**config.mk**
```make
export PLATFORM = sky130hd
export DESIGN_NAME = control_unit_mc
export DESIGN_NICKNAME = d
export VERILOG_FILES = /design/src/rtl/control_unit_mc.sv
export SDC_FILE = /design/constraint.sdc
export NUM_CORES = 1
export LEC_CHECK = 0
export BUFFER_PORTS_ARGS = -buffer_cell sky130_fd_sc_hd__buf_2
export CORE_MARGIN = 2
export CORE_UTILIZATION = 56
export DETAILED_ROUTE_END_ITERATION = 16
export GPL_TIMING_DRIVEN = 0
export PLACE_DENSITY_LB_ADDON = 0.3
export SYNTH_ARGS = -nofsm -noshare
export SYNTH_HDL_FRONTEND = slang
export SYNTH_SLANG_ARGS = --single-unit
```
**constraint.sdc**
```tcl
create_clock -name clk -period 5 [get_ports clk]
set_clock_uncertainty 0.05 [all_clocks]
set_input_delay 1 -clock clk [delete_from_list [all_inputs] [get_ports clk]]
set_output_delay 1 -clock clk [all_outputs]
set_load 0.01 [all_outputs]
```
**src/rtl/control_unit_mc.sv**
```systemverilog
// Multicycle MIPS-subset control FSM with configurable memory latency,
// branches, loads/stores, jumps and overflow/invalid-opcode exceptions.
module control_unit_mc #(
    parameter int MEM_WAIT = 1,
    parameter int STATE_W  = 7
) (
    input  logic               clk,
    input  logic               reset,
    input  logic [5:0]         OpCode,
    input  logic [5:0]         Func,
    input  logic               Overflow,
    input  logic               Zero,
    output logic [2:0]         SrcAddressMem,
    output logic               MemOp,
    output logic               WriteMDR,
    output logic               IRWrite,
    output logic               WriteA,
    output logic               WriteB,
    output logic               WriteALUOut,
    output logic               EPCWrite,
    output logic               PCWrite,
    output logic               RegWrite,
    output logic [2:0]         RegDst,
    output logic [1:0]         ALUSrcA,
    output logic [2:0]         ALUSrcB,
    output logic [2:0]         ALUOp,
    output logic [1:0]         PCSource,
    output logic [2:0]         MemToReg,
    output logic [STATE_W-1:0] dbg_state
);

    typedef enum logic [STATE_W-1:0] {
        RESET, FETCH, WAIT_I, IR_LOAD, DECODE,
        EX_ADD, EX_SUB, EX_AND, EX_SLT, EX_ADDI, EX_ADDIU,
        WB_RD, WB_RT, JR, BEQ, BNE, JUMP,
        MEM_ADDR, ST, LD_ISSUE, WAIT_D, LD_CAP, LD_WB,
        EXC_OVF, EXC_INV, EXC_WAIT, EXC_CAP, EXC_PC
    } state_t;

    localparam logic [3:0] WAIT_INIT = 4'(MEM_WAIT - 1);

    state_t     state, nxt;
    logic [3:0] wcnt;
    logic       slt_q;
    logic [2:0] exc_vec;

    always_ff @(posedge clk or negedge reset) begin
        if (!reset) begin
            state   <= RESET;
            wcnt    <= 4'd0;
            slt_q   <= 1'b0;
            exc_vec <= 3'd0;
        end else begin
            state <= nxt;
            case (state)
                FETCH, LD_ISSUE, EXC_OVF, EXC_INV: wcnt <= WAIT_INIT;
                WAIT_I, WAIT_D, EXC_WAIT: if (wcnt != 4'd0) wcnt <= wcnt - 4'd1;
                default: ;
            endcase
            if (state == DECODE) slt_q <= (OpCode == 6'h00) && (Func == 6'h2a);
            // exception vector is latched so the address stays put until the handler PC loads
            if (state == EXC_OVF) exc_vec <= 3'd3;
            if (state == EXC_INV) exc_vec <= 3'd2;
        end
    end

    always_comb begin
        nxt           = state;
        SrcAddressMem = 3'd0;
        MemOp         = 1'b0;
        WriteMDR      = 1'b0;
        IRWrite       = 1'b0;
        WriteA        = 1'b0;
        WriteB        = 1'b0;
        WriteALUOut   = 1'b0;
        EPCWrite      = 1'b0;
        PCWrite       = 1'b0;
        RegWrite      = 1'b0;
        RegDst        = 3'd0;
        ALUSrcA       = 2'd0;
        ALUSrcB       = 3'd0;
        ALUOp         = 3'd0;
        PCSource      = 2'd0;
        MemToReg      = 3'd0;
        case (state)
            RESET:    begin RegWrite = 1'b1; RegDst = 3'd3; MemToReg = 3'd7; nxt = FETCH; end
            FETCH:    begin ALUSrcB = 3'd1; ALUOp = 3'd1; PCWrite = 1'b1; nxt = WAIT_I; end
            WAIT_I:   if (wcnt == 4'd0) nxt = IR_LOAD;
            IR_LOAD:  begin IRWrite = 1'b1; WriteMDR = 1'b1; nxt = DECODE; end
            DECODE: begin
                WriteA = 1'b1; WriteB = 1'b1; WriteALUOut = 1'b1;
                ALUSrcB = 3'd3; ALUOp = 3'd1;
                nxt = EXC_INV;
                case (OpCode)
                    6'h00: case (Func)
                        6'h20:   nxt = EX_ADD;
                        6'h22:   nxt = EX_SUB;
                        6'h24:   nxt = EX_AND;
                        6'h2a:   nxt = EX_SLT;
                        6'h08:   nxt = JR;
                        default: nxt = EXC_INV;
                    endcase
                    6'h08:   nxt = EX_ADDI;
                    6'h09:   nxt = EX_ADDIU;
                    6'h04:   nxt = BEQ;
                    6'h05:   nxt = BNE;
                    6'h23,
                    6'h2b:   nxt = MEM_ADDR;
                    6'h02:   nxt = JUMP;
                    default: nxt = EXC_INV;
                endcase
            end
            EX_ADD:   begin ALUSrcA = 2'd1; WriteALUOut = 1'b1; ALUOp = 3'd1; nxt = Overflow ? EXC_OVF : WB_RD; end
            EX_SUB:   begin ALUSrcA = 2'd1; WriteALUOut = 1'b1; ALUOp = 3'd2; nxt = Overflow ? EXC_OVF : WB_RD; end
            EX_AND:   begin ALUSrcA = 2'd1; WriteALUOut = 1'b1; ALUOp = 3'd3; nxt = WB_RD; end
            EX_SLT:   begin ALUSrcA = 2'd1; WriteALUOut = 1'b1; ALUOp = 3'd7; nxt = WB_RD; end
            EX_ADDI:  begin
                ALUSrcA = 2'd1; ALUSrcB = 3'd2; ALUOp = 3'd1; WriteALUOut = 1'b1;
                nxt = Overflow ? EXC_OVF : WB_RT;
            end
            EX_ADDIU: begin ALUSrcA = 2'd1; ALUSrcB = 3'd4; ALUOp = 3'd1; WriteALUOut = 1'b1; nxt = WB_RT; end
            WB_RD:    begin RegDst = 3'd1; RegWrite = 1'b1; MemToReg = slt_q ? 3'd6 : 3'd0; nxt = FETCH; end
            WB_RT:    begin RegWrite = 1'b1; nxt = FETCH; end
            JR:       begin ALUSrcA = 2'd1; PCWrite = 1'b1; nxt = FETCH; end
            BEQ:      begin ALUSrcA = 2'd1; ALUOp = 3'd2; PCSource = 2'd1; PCWrite = Zero;  nxt = FETCH; end
            BNE:      begin ALUSrcA = 2'd1; ALUOp = 3'd2; PCSource = 2'd1; PCWrite = !Zero; nxt = FETCH; end
            JUMP:     begin PCSource = 2'd2; PCWrite = 1'b1; nxt = FETCH; end
            MEM_ADDR: begin
                ALUSrcA = 2'd1; ALUSrcB = 3'd2; ALUOp = 3'd1; WriteALUOut = 1'b1;
                nxt = (OpCode == 6'h2b) ? ST : LD_ISSUE;
            end
            ST:       begin SrcAddressMem = 3'd1; MemOp = 1'b1; nxt = FETCH; end
            LD_ISSUE: begin SrcAddressMem = 3'd1; nxt = WAIT_D; end
            WAIT_D:   if (wcnt == 4'd0) nxt = LD_CAP;
            LD_CAP:   begin SrcAddressMem = 3'd1; WriteMDR = 1'b1; nxt = LD_WB; end
            LD_WB:    begin RegWrite = 1'b1; MemToReg = 3'd1; nxt = FETCH; end
            EXC_OVF:  begin SrcAddressMem = 3'd3; ALUSrcB = 3'd1; ALUOp = 3'd2; EPCWrite = 1'b1; nxt = EXC_WAIT; end
            EXC_INV:  begin SrcAddressMem = 3'd2; ALUSrcB = 3'd1; ALUOp = 3'd2; EPCWrite = 1'b1; nxt = EXC_WAIT; end
            EXC_WAIT: begin SrcAddressMem = exc_vec; if (wcnt == 4'd0) nxt = EXC_CAP; end
            EXC_CAP:  begin SrcAddressMem = exc_vec; WriteMDR = 1'b1; nxt = EXC_PC; end
            EXC_PC:   begin SrcAddressMem = exc_vec; PCSource = 2'd3; PCWrite = 1'b1; nxt = FETCH; end
            default:  nxt = RESET;
        endcase
    end

    assign dbg_state = state;

endmodule

```
# After elaboration in Yosys (flattened, before gate mapping)
# Index checks and enable logic that the tools add are counted.
[totals] register_bits=15 output_inout_bits=35 ram_bits=0 latch_bits=0 in_bits=16 n_memories=0 romBits=0 wordCells=106
[classes] reduce_logical=29 n_shift=0 mux=29 n_addsub=1 n_bitwise=0 magnitude_cmp=0 n_mul=0 n_div=0 n_eq_ne=43
[op_table] op="$pmux 7 s16" n=1
[op_table] op="$eq 7x5->1 const B" n=12
[op_table] op="$eq 7x4->1 const B" n=8
[op_table] op="$pmux 7 s7" n=1
[op_table] op="$eq 6x6->1 const B" n=6
[op_table] op="$pmux 3 s4" n=3
[op_table] op="$eq 7x3->1 const B" n=4
[op_table] op="$pmux 5 s5" n=1
[op_table] op="$mux 7" n=3
[op_table] op="$reduce_or 10->1" n=2
[op_table] op="$eq 6x4->1 const B" n=3
[op_table] op="$reduce_or 3->1" n=5
[op_table] op="$eq 7x2->1 const B" n=2
[op_table] op="$eq 6x3->1 const B" n=2
[op_table] op="$reduce_or 2->1" n=6
[op_table] op="$reduce_or 4->1" n=3
[op_table] op="$mux 5" n=2
[op_table] op="$mux 1" n=9
[op_table] op="$mux 3" n=3
[op_table] op="$pmux 3 s3" n=1
[op_table] op="$ne 2x2->1 const B" n=4
[op_table] op="$pmux 4 s2" n=1
[op_table] op="$reduce_or 8->1" n=1
[op_table] op="$eq 7x1->1 const B" n=1
[op_table] op="17 further kinds" n=18

# Depth between registers and ports, before layout
# Gate-level depths: netlist of the first run.
[depth] ltp_word=4 ltp_mapped=7 mapped_depth_nobuf=7

# Worst setup path before layout of the first run
# Ideal clock, no wire load.
[synth_timing] path_kind="flip-flop to output port" from="register state[2], in the netlist dbg_state[2]" to="output MemToReg[0]" t_required_ps=3950 setup_slack_ps=2274 t_arrival_ps=1676 path_stages_with_launch=6 cell_sequence="dfrtp_1 > clkbuf_1 > clkbuf_1 > clkbuf_1 > nand3_1 > a211oi_1"
[synth_between] elab_chain_len=2
[synth_rtl] item="start, declared" line="42" source="state_t state, nxt;"
[synth_rtl] item="start signal, assigned" line="54" source="state <= nxt;"
[synth_rtl] item="$eq 7x5->1 (tied with other cells)" line="85" source="case (state)"
[synth_rtl] item="$pmux 3 s3 (*)" line="85"
[synth_rtl] item="end, declared" line="28" source="output logic [2:0] MemToReg,"
# Every way passes the cells marked *; elsewhere a longest branch is shown, timed or not.

# Worst setup path after layout of the first run
# Same ends and word-level chain as after synthesis.

==> metrics.md, run 1 <==
| Metric | Value |
|---|---|
| Die H | `57.8 µm` |
| Slew Viols, Final | `0` |
| Post-detailed-route wirelength per cell | `14.7 µm` |
| Part of the total power dissipated in combinational logic | `0.789` |
| Final #Nets | `313` |
| Placed instance area | `0.00189 mm²` |
| Number of antenna violations at the first check in global routing | `0` |
| Total GRT Usage | `0.280` |
| Initial core utilization | `0.587` |
| Share of final-layout standard cells stronger than drive strength 1 | `0.221` |
| Count of H-tree levels built during CTS | `1` |
| Top post-synthesis cells by area | `dfrtp_1, o21ai_0, a21oi_1, nand2_1, nor2b_1` |
| End point of the most critical hold path | `exc_vec[1]$_DFFE_PN0N_` |
| Antenna Diode Count | `0` |
| CTS tree | `built` |
| Latest clock arrival within the worst-skew pair | `0.28 ns` |
| Iter 0 DRT Violations | `172` |
| Worst ir drop on vdd | `0.444 mV` |
| Period utilization | `0.663` |
| Clock buffers created by TritonCTS | `3` |
| Minimum hold slack | `0.424 ns` |
| Leftover overflow at the end of global routing | `0` |
| Placement row count | `19` |
| DIE WIDTH | `57.8 µm` |
| Remaining antenna violation count | `0` |
| Total net switching power | `0.000624 W` |
| Distinct cell type count of the synthesized netlist | `52` |
| Relative contribution of sequential cells to total power | `0.141` |
| Syn. warnings | `0` |
| # resized after CTS | `0` |
| Crit Reg-Reg Endpoint | `dbg_state[1]$_DFFE_PN0P_` |
| First-pass GRT wire length | `7450 µm` |
| Io pins | `51` |
| Fin crit period | `3.31 ns` |
| Final setup violation count | `0` |
| Async set or reset register ratio after synthesis | `1.00` |
| Leading cell types by count after synthesis | `nand2_1, o21ai_0, a21oi_1, nor2_1, clkbuf_1` |
| Source of the worst hold timing path | `exc_vec[1]$_DFFE_PN0N_` |
| Share of the synthesized area in the top cell type | `0.186` |
| Share of total power in the clock network | `0.070` |
| Detailed-router iteration count before antenna repair | `4` |
| Final Instance Area | `0.00193 mm²` |
| Type of the tightest min-delay check | `flop to flop` |
| Power per cell area | `575 mW/mm²` |
| Depth of the worst register-to-register path | `6` |
| Via-per-instance ratio | `6.23` |
| Type of origin of the critical path | `flop` |
| Maximum Capacitance Violations | `0` |
| Setup Fix Bufs, Post-CTS | `0` |
| Growth of design area from synthesis to finish | `19.2%` |
| Worst-margin pin slew | `0.621 ns` |
| DP Wirelength | `3630 µm` |
| Post-CTS clock slew at the launch and capture registers of the worst setup and hold paths | `0.08 ns` |
| Number of enable-type register cells in the synthesized netlist | `0` |
| Number of fill cells | `247` |
| Max Root-Sink Buffers | `2` |
| Library cell with the largest summed area after synthesis | `dfrtp_1` |
| Number of hold buffers added after cts | `0` |
| Mean cell area of the mapped netlist | `6.69 µm²` |
| RSZ-0062 raised after global routing | `no` |
| FF/Latch Area | `300 µm²` |
| Max frequency | `302 MHz` |
| Weighted congestion reported at the end of routability-driven placement | `1.02` |
| Flop-to-flop setup slack | `2.82 ns` |
| Pleak | `0.861 nW` |
| Root buffer cell | `clkbuf_4` |
| Overall via count from detail_route | `2024` |
| Synthesized instance count | `242` |
| Worst hold path cell count | `1` |
| Cell internal pwr | `0.000483 W` |
| Port Buffer Count | `44` |
| Result of the run | `complete, no violations` |
| Number of global-route vias before repair | `1630` |
| Most frequent cell after synthesis | `nand2_1` |
| Max FO, Critical Path | `10` |
| Normalized max-slew margin | `0.585` |
| Worst R2R Start | `dbg_state[0]$_DFFE_PN0P_` |
| Final hold violation count | `0` |
| Sw frac | `0.564` |
| Sort of element at the end of the critical path | `output port` |
| Classification of the worst setup path | `flop to output port` |
| Residual DRC | `0` |
| Aggregate negative setup slack | `0 ns` |
| Die area | `0.00334 mm²` |
| Multi-input combinational cell area | `0.00117 mm²` |
| Post-Synthesis Cell Area | `0.00162 mm²` |
| Routed wire length | `4780 µm` |
| Num Clock Sinks | `12` |
| Synth Register Bits | `12` |
| Arrival time of data at the critical path endpoint | `2.26 ns` |
| Sequential element share of the synthesized area | `0.186` |
| Pin count of the biggest net entering global routing | `13` |
| Primary FF master, synth | `dfrtp_1` |
| Worst EP required | `3.95 ns` |
| Core outline area | `0.00276 mm²` |
==> cells by family after synthesis <==
logic type / count (synthesis) / share of synthesized area
AO/OA/AOI/OAI: 89 / 0.357
AND/OR/NAND/NOR: 98 / 0.312
other: 1 / 0.00232
multiplexers: 2 / 0.0124
adder cells (fa/ha/maj): 3 / 0.0217
flip-flops: 12 / 0.186
XOR/XNOR: 2 / 0.0108
buffers and inverters: 35 / 0.0982
==> how the worst max path moves through the flow <==
stage	start	end	slack, ns	cells after the start
floorplan	dbg_state[2]$_DFFE_PN0P_	MemToReg[0]	2.27	5
global placement	dbg_state[2]$_DFFE_PN0P_	MemToReg[0]	2.02	6
detailed placement	dbg_state[2]$_DFFE_PN0P_	MemToReg[0]	2.02	6
CTS	dbg_state[2]$_DFFE_PN0P_	MemToReg[0]	1.70	6
global route	dbg_state[2]$_DFFE_PN0P_	MemToReg[0]	1.48	6
finish	dbg_state[2]$_DFFE_PN0P_	MemToReg[0]	1.69	6
==> state kept, by name, summed over array words and instances (netlist names) <==
name and flops:
dbg_state 5, slt_q 1, exc_vec 2, wcnt 4
==> layout make-up <==
class | count | area share
repair buffers | 44 | 0.114
inverters | 10 | 0.0195
well taps | 31 | 0.0201
multi-input cells | 199 | 0.609
flip-flops and latches | 12 | 0.156
plain buffers | 25 | 0.0629
clock buffers | 4 | 0.0188
==> per-stage QoR <==
stage,total power (W),std cells,worst slack [ns],utilization
after floorplan,0.000748,246,2.27,-
after global placement,0.00101,321,2.02,0.686
after detailed placement,0.00101,321,2.02,0.686
after CTS,0.00109,325,1.70,0.699
after global routing,0.00119,325,1.48,0.699
final,0.00111,325,1.69,0.699
==> metal layers <==
metal / global-route usage / part of all wire
met1: 0.410 / 0.42
met2: 0.429 / 0.45
met3: 0.0536 / 0.11
met4: 0.0631 / 0.018
met5: 0 / 0
==> worst max-delay path: stages (launching register included) <==
cell	delay, ns
dfrtp_1	0.37
clkbuf_1	0.32
clkbuf_1	0.41
clkbuf_1	0.41
nand3_1	0.13
a211oi_1	0.20
buf_2	0.16
==> power by group through the flow <==
stage                     clock network [W]  registers [W]  logic [W]
after global routing              0.0000842       0.000159   0.000948
after detailed placement                  0       0.000158   0.000848
final                             0.0000775       0.000156   0.000874
after floorplan                           0       0.000158   0.000590
after CTS                         0.0000791       0.000156   0.000852
after global placement                    0       0.000155   0.000851
==> cell usage in the layout, fill, tap and decap left out, types with 5 or more instances in the layout <==
| cell type | count |
|---|---|
| buf_2 | 45 |
| nand2_1 | 26 |
| o21ai_0 | 24 |
| a21oi_1 | 21 |
| nor2_1 | 14 |
| clkbuf_1 | 13 |
| dfrtp_1 | 12 |
| nand3_1 | 11 |
| inv_1 | 10 |
| nor2b_1 | 9 |
| nor3_1 | 9 |
| nand2b_1 | 8 |
| buf_4 | 7 |
| or2_2 | 5 |
| o22ai_1 | 5 |
| conb_1 | 5 |
(Power assumes the default switching activity.)
==> run 2, diff against run 1 <==
--- a/config.mk
+++ b/config.mk
@@ -5,9 +5,10 @@
 export SDC_FILE = /design/constraint.sdc
 export NUM_CORES = 1
 export LEC_CHECK = 0
+export ABC_AREA = 1
 export BUFFER_PORTS_ARGS = -buffer_cell sky130_fd_sc_hd__buf_2
 export CORE_MARGIN = 2
-export CORE_UTILIZATION = 56
+export CORE_UTILIZATION = 50
 export DETAILED_ROUTE_END_ITERATION = 16
 export GPL_TIMING_DRIVEN = 0
 export PLACE_DENSITY_LB_ADDON = 0.3
==> constraint.sdc (replaced) <==
create_clock -name clk -period 3.3 [get_ports clk]
set_clock_uncertainty 0.05 [all_clocks]
set_input_delay 0.66 -clock clk [delete_from_list [all_inputs] [get_ports clk]]
set_output_delay 0.66 -clock clk [all_outputs]
set_load 0.01 [all_outputs]
==> run 2 against run 1 <==
Cell count rose by 3.7%. Sequential cell count did not move. Clock-buffer cell count unchanged. Setup slack got worse by 1.0 ns. Die area is 0.61% lower. Combinational power shrank 7.9%. Critical path depth up 5. Sequential share of layout area increased by 1.6 points. Core utilization shrank 5.9 points. First-iteration DRC count down 70%. Critical endpoint is now MemToReg[2]. Largest power group unchanged. Highest routed layer unchanged.
==> metrics.md, run 2 <==
| Metric | Value |
|---|---|
| Result of the run | `complete, no violations` |
| Type of the tightest min-delay check | `primary input to async pin` |
| Fin crit period | `2.63 ns` |
| Detailed-router iteration count before antenna repair | `4 (unchanged)` |
| Post-route total power | `0.00115 W (+3.8%)` |
| DIE WIDTH | `57.6 µm (-0.30%)` |
| Total GRT Usage | `0.228 (-0.0523)` |
| Number of global-route vias before repair | `1495 (-8.3%)` |
| Max Root-Sink Buffers | `2 (unchanged)` |
| Num Clock Sinks | `12 (unchanged)` |
| Final setup violation count | `0 (unchanged)` |
| Depth of the worst register-to-register path | `9 (+3)` |
| Number of fill cells | `279 (+13%)` |
| Maximum Capacitance Violations | `0 (unchanged)` |
| Growth of design area from synthesis to finish | `22.0%` |
| Post-CTS clock slew at the launch and capture registers of the worst setup and hold paths | `0.08 ns (about the same)` |
| Period utilization | `0.798` |
| Latest clock arrival within the worst-skew pair | `0.29 ns (about the same)` |
| Slack of the critical path | `0.667 ns (-1.02 ns)` |
| Initial core utilization | `0.525 (-0.0617)` |
| Aggregate negative setup slack | `0 ns (unchanged)` |
| Distinct cell type count of the synthesized netlist | `28 (-46%)` |
| Post-detailed-route wirelength per cell | `10.8 µm (-26%)` |
| Synth Register Bits | `12 (unchanged)` |
| Weighted congestion reported at the end of routability-driven placement | `0.966 (-5.4%)` |
| Die H | `57.6 µm (-0.30%)` |
| Async set or reset register ratio after synthesis | `1.00 (unchanged)` |
| Final #Nets | `325 (+3.8%)` |
| Clock buffers created by TritonCTS | `3 (unchanged)` |
| Top post-synthesis cells by area | `dfrtp_1, nand2_1, inv_1, nand3_1, nor2_1` |
| # resized after CTS | `0 (unchanged)` |
| Via-per-instance ratio | `5.12 (-18%)` |
| Residual DRC | `0 (unchanged)` |
| Worst R2R Start | `dbg_state[4]$_DFFE_PN0P_` |
| Library cell with the largest summed area after synthesis | `dfrtp_1` |
| CTS tree | `built` |
| Overall via count from detail_route | `1725 (-15%)` |
| Io pins | `51 (unchanged)` |
| Final hold violation count | `0 (unchanged)` |
| Crit Reg-Reg Endpoint | `dbg_state[0]$_DFFE_PN0P_` |
| Synthesized instance count | `253 (+4.5%)` |
| Max FFs per register | `5 (unchanged)` |
| Flop-to-flop setup slack | `1.64 ns (-1.18 ns)` |
| Worst-case setup slack after placement | `0.970 ns (-1.05 ns)` |
| Syn. warnings | `0 (unchanged)` |
| First-pass GRT wire length | `6020 µm (-19%)` |
| Remaining antenna violation count | `0 (unchanged)` |
| Leading cell types by count after synthesis | `nand2_1, inv_1, nor2_1, nand3_1, dfrtp_1` |
| Most frequent cell after synthesis | `nand2_1` |
| Count of H-tree levels built during CTS | `1 (unchanged)` |
| Root buffer cell | `clkbuf_4` |
| Share of final-layout standard cells stronger than drive strength 1 | `0.245 (+0.0240)` |
| Number of hold buffers added after cts | `0 (unchanged)` |
| Port Buffer Count | `45 (+2.3%)` |
| Number of antenna violations at the first check in global routing | `0 (unchanged)` |
| Share of the synthesized area in the top cell type | `0.209 (+0.0236)` |
| RSZ-0062 raised after global routing | `no` |
| Iter 0 DRT Violations | `51 (-70%)` |
| Power per cell area | `657 mW/mm² (+14%)` |
| Sort of element at the end of the critical path | `output port` |
| Leftover overflow at the end of global routing | `0 (unchanged)` |
| Number of enable-type register cells in the synthesized netlist | `0 (unchanged)` |
| DP Wirelength | `3080 µm (-15%)` |
| Slew Viols, Final | `0 (unchanged)` |
| Core outline area | `0.00273 mm² (-0.86%)` |
| Antenna Diode Count | `0 (unchanged)` |
| Commonest non-fill, non-tap cells in the layout | `nand2_1, buf_2, inv_1` |
| Arrival time of data at the critical path endpoint | `1.92 ns (-0.34 ns)` |
| Max FO, Critical Path | `8 (-2)` |
| Post-Synthesis Cell Area | `0.00144 mm² (-11%)` |
| Mean cell area of the mapped netlist | `5.67 µm² (-15%)` |
| Die area | `0.00331 mm² (-0.61%)` |
| Worst ir drop on vdd | `0.420 mV (-5.5%)` |
| Commonest non-fill, non-tap cell in the layout | `nand2_1` |
| Type of origin of the critical path | `flop` |
| Sequential element share of the synthesized area | `0.209 (+0.0236)` |
| Pleak | `1.12 nW (+30%)` |
| Worst EP required | `2.59 ns (-1.36 ns)` |
| Max frequency | `380 MHz` |
| Primary FF master, synth | `dfrtp_1` |
| Placement row count | `19 (unchanged)` |
| Routed wire length | `3650 µm (-24%)` |
| Setup Fix Bufs, Post-CTS | `0 (unchanged)` |
| Classification of the worst setup path | `flop to output port` |
| Pin count of the biggest net entering global routing | `13 (unchanged)` |
run 2: worst max-delay path: stages (launching register included):
cell	delay (ns)
dfrtp_1	0.36
buf_4	0.18
inv_1	0.06
nor2_1	0.20
nand2_1	0.14
nand2_1	0.08
inv_1	0.04
nor2_1	0.11
inv_1	0.07
a21oi_1	0.16
buf_4	0.13
buf_2	0.11
run 2: metal layers:
layer / vias to the layer above / GRT usage / part of all wire
met5: - / 0 / 0
met1: 753 / 0.273 / 0.43
li1: 903 / - / -
met3: 9 / 0.0204 / 0.056
met2: 60 / 0.401 / 0.48
met4: 0 / 0.120 / 0.028
run 2: logic make-up (layout without fill, tap and decap cells):
group / Yosys count / after routing / share of synthesized area
adder cells (fa/ha/maj): 2 / 2 / 0.0174
flip-flops: 12 / 12 / 0.209
AND/OR/NAND/NOR: 153 / 153 / 0.479
AO/OA/AOI/OAI: 28 / 28 / 0.114
buffers and inverters: 57 / 106 / 0.178
other: 1 / 5 / 0.00261
run 2: worst max path at each step:
stage          slack, ns     endpoint                     start
2_1_floorplan       0.95  MemToReg[2]  dbg_state[3]$_DFFE_PN0P_
3_3_place_gp        1.02  MemToReg[2]  dbg_state[3]$_DFFE_PN0P_
3_5_place_dp        0.97  MemToReg[2]  dbg_state[3]$_DFFE_PN0P_
4_1_cts             0.66  MemToReg[2]  dbg_state[3]$_DFFE_PN0P_
5_1_grt             0.48  MemToReg[2]  dbg_state[3]$_DFFE_PN0P_
6_report            0.67  MemToReg[2]  dbg_state[3]$_DFFE_PN0P_
run 2: layout make-up:
cell class / instances / area, µm² / area share
multi-input cells: 188 / 895 / 0.511
flip-flops and latches: 12 / 300 / 0.172
repair buffers: 45 / 225 / 0.129
inverters: 47 / 176 / 0.101
plain buffers: 10 / 78.8 / 0.0450
well taps: 31 / 38.8 / 0.0222
clock buffers: 4 / 36.3 / 0.0207
run 2: through the flow:
stage	util	cell area, µm²	hold WS (ns)	cells
after global placement	0.627	1710	0.390	333
after detailed placement	0.627	1710	0.392	333
after CTS	0.640	1750	0.193	337
final	0.640	1750	0.188	337
after floorplan	-	1450	0.314	257
after global routing	0.640	1750	0.203	337
run 2: report_power, final:
| group | internal (W) | total, W | switching [W] | leakage [nW] |
|---|---|---|---|---|
| logic | 0.000293 | 0.000805 | 0.000512 | 0.941 |
| registers | 0.000182 | 0.000224 | 0.0000419 | 0.156 |
| clock network | 0.0000672 | 0.000121 | 0.0000538 | 0.0210 |
